**config.mk**
```make
export PLATFORM = sky130hd
export DESIGN_NAME = demux1_4_hs
export DESIGN_NICKNAME = d
export VERILOG_FILES = /design/src/rtl/demux1_4_hs.sv
export SDC_FILE = /design/constraint.sdc
export NUM_CORES = 1
export LEC_CHECK = 0
export CAP_MARGIN = 10
export CORE_MARGIN = 3
export CORE_UTILIZATION = 45
export CTS_CLUSTER_SIZE = 40
export DETAILED_ROUTE_END_ITERATION = 16
export DONT_BUFFER_PORTS = 1
export SLEW_MARGIN = 15
export SYNTH_ARGS = -nofsm -noshare
export SYNTH_HDL_FRONTEND = slang
export SYNTH_SLANG_ARGS = --single-unit
```
**constraint.sdc**
```tcl
create_clock -name clk -period 3.1 [get_ports clk]
set_clock_uncertainty 0.05 [all_clocks]
set_input_delay 0.31 -clock clk [delete_from_list [all_inputs] [get_ports clk]]
set_output_delay 0.31 -clock clk [all_outputs]
set_load 0.005 [all_outputs]
```
**src/rtl/demux1_4_hs.sv**
```systemverilog
// demux1_4_hs: single-entry registered 1-to-4 demultiplexer with a
// valid/ready handshake on both sides and per-channel transfer counters.

// Per-channel completed-transfer counter, wraps modulo 2^CW.
module demux1_4_hs_cnt #(
  parameter int CW = 8
) (
  input  logic          clk,
  input  logic          rst_n,
  input  logic          inc_i,
  output logic [CW-1:0] cnt_o
);

  logic [CW-1:0] cnt_q;

  // Count one completion per drain; the natural overflow gives the wrap.
  always_ff @(posedge clk or negedge rst_n) begin
    if (!rst_n)     cnt_q <= '0;
    else if (inc_i) cnt_q <= cnt_q + CW'(1);
  end

  assign cnt_o = cnt_q;

endmodule

module demux1_4_hs #(
  parameter int DW = 2,
  parameter int CW = 8
) (
  input  logic            clk,
  input  logic            rst_n,
  input  logic [1:0]      sel,
  input  logic [DW-1:0]   din,
  input  logic            in_valid,
  output logic            in_ready,
  output logic [3:0]      out_valid,
  input  logic [3:0]      out_ready,
  output logic [DW-1:0]   dout,
  output logic [4*CW-1:0] xfer_cnt
);

  typedef enum logic {EMPTY = 1'b0, FULL = 1'b1} state_e;

  state_e        state_q, state_d;
  logic [1:0]    ch_q;
  logic [DW-1:0] dout_q;
  logic          full, drain, accept;

  assign full   = (state_q == FULL);
  // Only the addressed channel's ready matters; the rest are ignored.
  assign drain  = full & out_ready[ch_q];
  // Entry frees up when empty or when it drains this same edge.
  assign in_ready = ~full | out_ready[ch_q];
  assign accept   = in_valid & in_ready;

  assign out_valid = full ? (4'b0001 << ch_q) : 4'b0000;
  assign dout      = dout_q;

  // State register.
  always_ff @(posedge clk or negedge rst_n) begin
    if (!rst_n) state_q <= EMPTY;
    else        state_q <= state_d;
  end

  // Next state: an accept always leaves the entry full; a lone drain empties it.
  always_comb begin
    state_d = state_q;
    case (state_q)
      EMPTY:   if (accept) state_d = FULL;
      FULL:    if (drain && !accept) state_d = EMPTY;
      default: state_d = EMPTY;
    endcase
  end

  // Capture {sel, din} only on accept; otherwise the entry holds.
  always_ff @(posedge clk or negedge rst_n) begin
    if (!rst_n) begin
      ch_q   <= 2'd0;
      dout_q <= '0;
    end else if (accept) begin
      ch_q   <= sel;
      dout_q <= din;
    end
  end

  // One counter per channel, bumped by that channel's drain only.
  for (genvar k = 0; k < 4; k++) begin : g_ch
    demux1_4_hs_cnt #(.CW(CW)) u_cnt (
      .clk   (clk),
      .rst_n (rst_n),
      .inc_i (drain && (ch_q == 2'(k))),
      .cnt_o (xfer_cnt[k*CW +: CW])
    );
  end

endmodule

```
==> run_results.csv <==
group,metric,value,unit
hold_path,hold_path_class,"primary input to flip-flop",
placed_design,gp_congestion,0.744,
sta,slew_headroom,0.736,
cells_and_area,layout_commonest_cell,"dfrtp_1",
cts,cts_max_level,2,
sta,fmax,529,MHz
cts,cts_tree,"built",
pwr,leakage,0.858,nW
logic_synthesis,synth_cells,142,
cells_and_area,regArea,926,sq um
cells_and_area,syn_to_final_growth,10.7,%
sta,rsz0062_at_grt,"false",
grt,grt-busiest-layer,"met2",
logic_synthesis,yosys_warnings,0,
floorplan,die_width,68.0,um
grt,groute.layer.met2.usage,0.232,
cells_and_area,multi_input_area,772,sq um
worst_setup_path,worstPathArrival,1530,ps
logic_synthesis,syn_area_per_cell,12.2,sq um
logic_synthesis,ys_seq_elements,37,
floorplan,io_pins,50,
cells_and_area,final_nets,162,
worst_setup_path,endpoint_kind,"output port",
pwr,power,1.54,mW
routing,drt_iter0_markers,71,
sta,worst_pin_slew,396,ps
cts,clkLatencyLatePin,280,ps
pwr,peakVddDrop,0.000573,V
job,timing.max_cap.violations,0,
logic_synthesis,ys_seq_area_frac,0.536,
sta,fin_setup_tns,0,ps
cts,cts_max_path_buffers,2,
cells_and_area,post-route-util,0.543,
floorplan,rows,21,
sta,maxSlewViolCount,0,
logic_synthesis,netlist.area_leader.share,0.536,
floorplan,dieHeight,68.0,um
cts,clk_pin_slew_worst_paths,70,ps
placed_design,numPortBuffers,0,
floorplan,core,0.00352,sq mm
routing,post_drt_wl_per_cell,16.0,um
sta,fin_crit,1890,ps
logic_synthesis,synth_cell_types,30,
routing,ant_nets,0,
worst_setup_path,worstPathMaxFanout,13,
cells_and_area,antenna_cells,0,
cts,cts-buffers-inserted,5,
routing,first_pass_iters,4,
worst_setup_path,worstSetupStartpointType,"flip-flop",
placed_design,dp_hpwl,2.28,mm
grt,grt_pass1_vias,1092,
outcome,status,"finished, final reports clean",
pwr,seqPwrFrac,0.520,
logic_synthesis,synth.area.top_cells,"dfrtp_1 54%, xnor2_1 9.1%, xor2_1 5.1%, mux2_2 4.6%, ha_1 2.9%",
grt,grt_first_pass_wirelength,4.99,mm
sta,period_share,0.609,
pwr,p_comb_frac,0.203,
grt,antenna_found_initial,0,
worst_setup_path,crit_type,"flip-flop to output port",
hold_path,holdPathStages,1,
worst_setup_path,r2r_cells,3,
routing,viasPerCell,5.54,
worst_setup_path,worstPathRequired,2740,ps
cts,cts_setup_buffers,0,
sta,hold_viol,0,
cts,cts_root_buffer,"clkbuf_8",
routing,drc,0,
grt,met1_usage,0.172,
cts,hold_buffers,2,
grt,use_met3,0.0657,
pwr,p_sw_frac,0.329,
cts,cts_sinks,37,
routing,vias,1075,
pwr,power_frac_clock,0.278,
logic_synthesis,mappedNetlistArea,0.00173,sq mm
pwr,p_int,1.03,mW
grt,grt_max_degree,38,
floorplan,die_area,0.00462,sq mm
hold_path,holdPathEnd,"full",
logic_synthesis,syn-num-nets,157,
sta,final-setup-viol-count,0,
cells_and_area,fill_cells,316,
worst_setup_path,rr_startpoint,"ch_q[0]",
hold_path,worstHoldStart,"in_valid",
grt,overflow,0,
floorplan,start_util,0.491,
worst_setup_path,rr_endpoint,"ch_q[0]",
pwr,p_per_area,804,mW/mm^2
logic_synthesis,netlist.top_cell.by_area,"dfrtp_1",
worst_setup_path,ff2ff_setup_slack,1320,ps
cells_and_area,drive_gt1_frac,0.155,
cells_and_area,final_cell_mix,"37 x dfrtp_1, 18 x xnor2_1, 12 x nand2_1",
cts,post_cts_resized,0,
pwr,p_switching,0.506,mW
routing,routed_wl,3.11,mm
grt,groute.usage.overall,0.149,
-- sequential cells by signal (all words and copies together) (netlist names) --
register	count
ch_q	2
dout	2
full	1
g_ch.u_cnt.cnt_o	32
-- kinds of logic (layout without fill, tap and decap cells) --
group / after synthesis / after routing / synth area share
simple gates: 55 / 55 / 0.201
flops: 37 / 37 / 0.536
xor+xnor: 28 / 28 / 0.142
mux: 8 / 8 / 0.0521
buf+inv: 6 / 12 / 0.0174
fa+ha+maj: 4 / 4 / 0.0290
compound gates: 4 / 4 / 0.0224
-- worst max-delay path by stage --
| stage | to | startpoint | slack, ps |
|---|---|---|---|
| finish | in_ready | ch_q[0] | 1210 |
| global placement | dout[1] | ch_q[0] | 1400 |
| floorplan | ch_q[0] | ch_q[0] | 1640 |
| global route | in_ready | ch_q[0] | 1110 |
| detailed placement | ch_q[0] | ch_q[0] | 1320 |
| CTS | in_ready | ch_q[0] | 1200 |
-- final cells by class --
class	instances	area share
clock inverters	2	0.0196
flip-flops and latches	37	0.484
clock buffers	6	0.0432
multi-input cells	99	0.404
well taps	46	0.0301
repair buffers	2	0.0157
inverters	2	0.00392
-- power groups by stage --
stage	Clock [mW]	Sequential (mW)	Combinational, mW
2_1_floorplan	0	0.749	0.279
3_3_place_gp	0	0.802	0.288
3_5_place_dp	0	0.811	0.302
4_1_cts	0.443	0.801	0.318
5_1_grt	0.461	0.826	0.353
6_report	0.427	0.799	0.311
-- critical path: stages (launching register included) --
cell and delay [ps]:
dfrtp_1 580, mux2_2 420, o22a_1 240
-- per-layer routing --
| layer | part of all wire | wire, um | up-vias |
|---|---|---|---|
| met2 | 0.46 | 1430 | 45 |
| met5 | 0 | 0 | - |
| li1 | - | - | 513 |
| met3 | 0.097 | 303 | 8 |
| met4 | 0.019 | 58 | 0 |
| met1 | 0.42 | 1320 | 509 |
-- stage by stage --
| step | hold slack [ps] | instance area [sq um] | std cells | worst slack [ps] |
|---|---|---|---|---|
| global placement | -34.8 | 1760 | 184 | 1400 |
| CTS | 70.3 | 1910 | 194 | 1200 |
| detailed placement | -34.8 | 1760 | 184 | 1320 |
| finish | 82.6 | 1910 | 194 | 1210 |
| floorplan | -35.6 | 1730 | 142 | 1640 |
| global route | 68.8 | 1910 | 194 | 1110 |
-- synthesized netlist by cell type (all sizes together) --
library cell and instances:
and2 1, nand3 8, nand4 8, inv 2, nor2b 1, nand2 12, xor2 10, nor4 2
and4b 1, a31o 1, and4 3, nand2b 2, nor2 5, o22a 1, o221ai 1, nor3 4
xnor2 18, nand4b 1, o22ai 1, buf 4, and3 4, dfrtp 37, nand4bb 1, or2 1
ha 4, mux2 8, and4bb 1
Note: power is estimated with default switching activity, not from simulation.
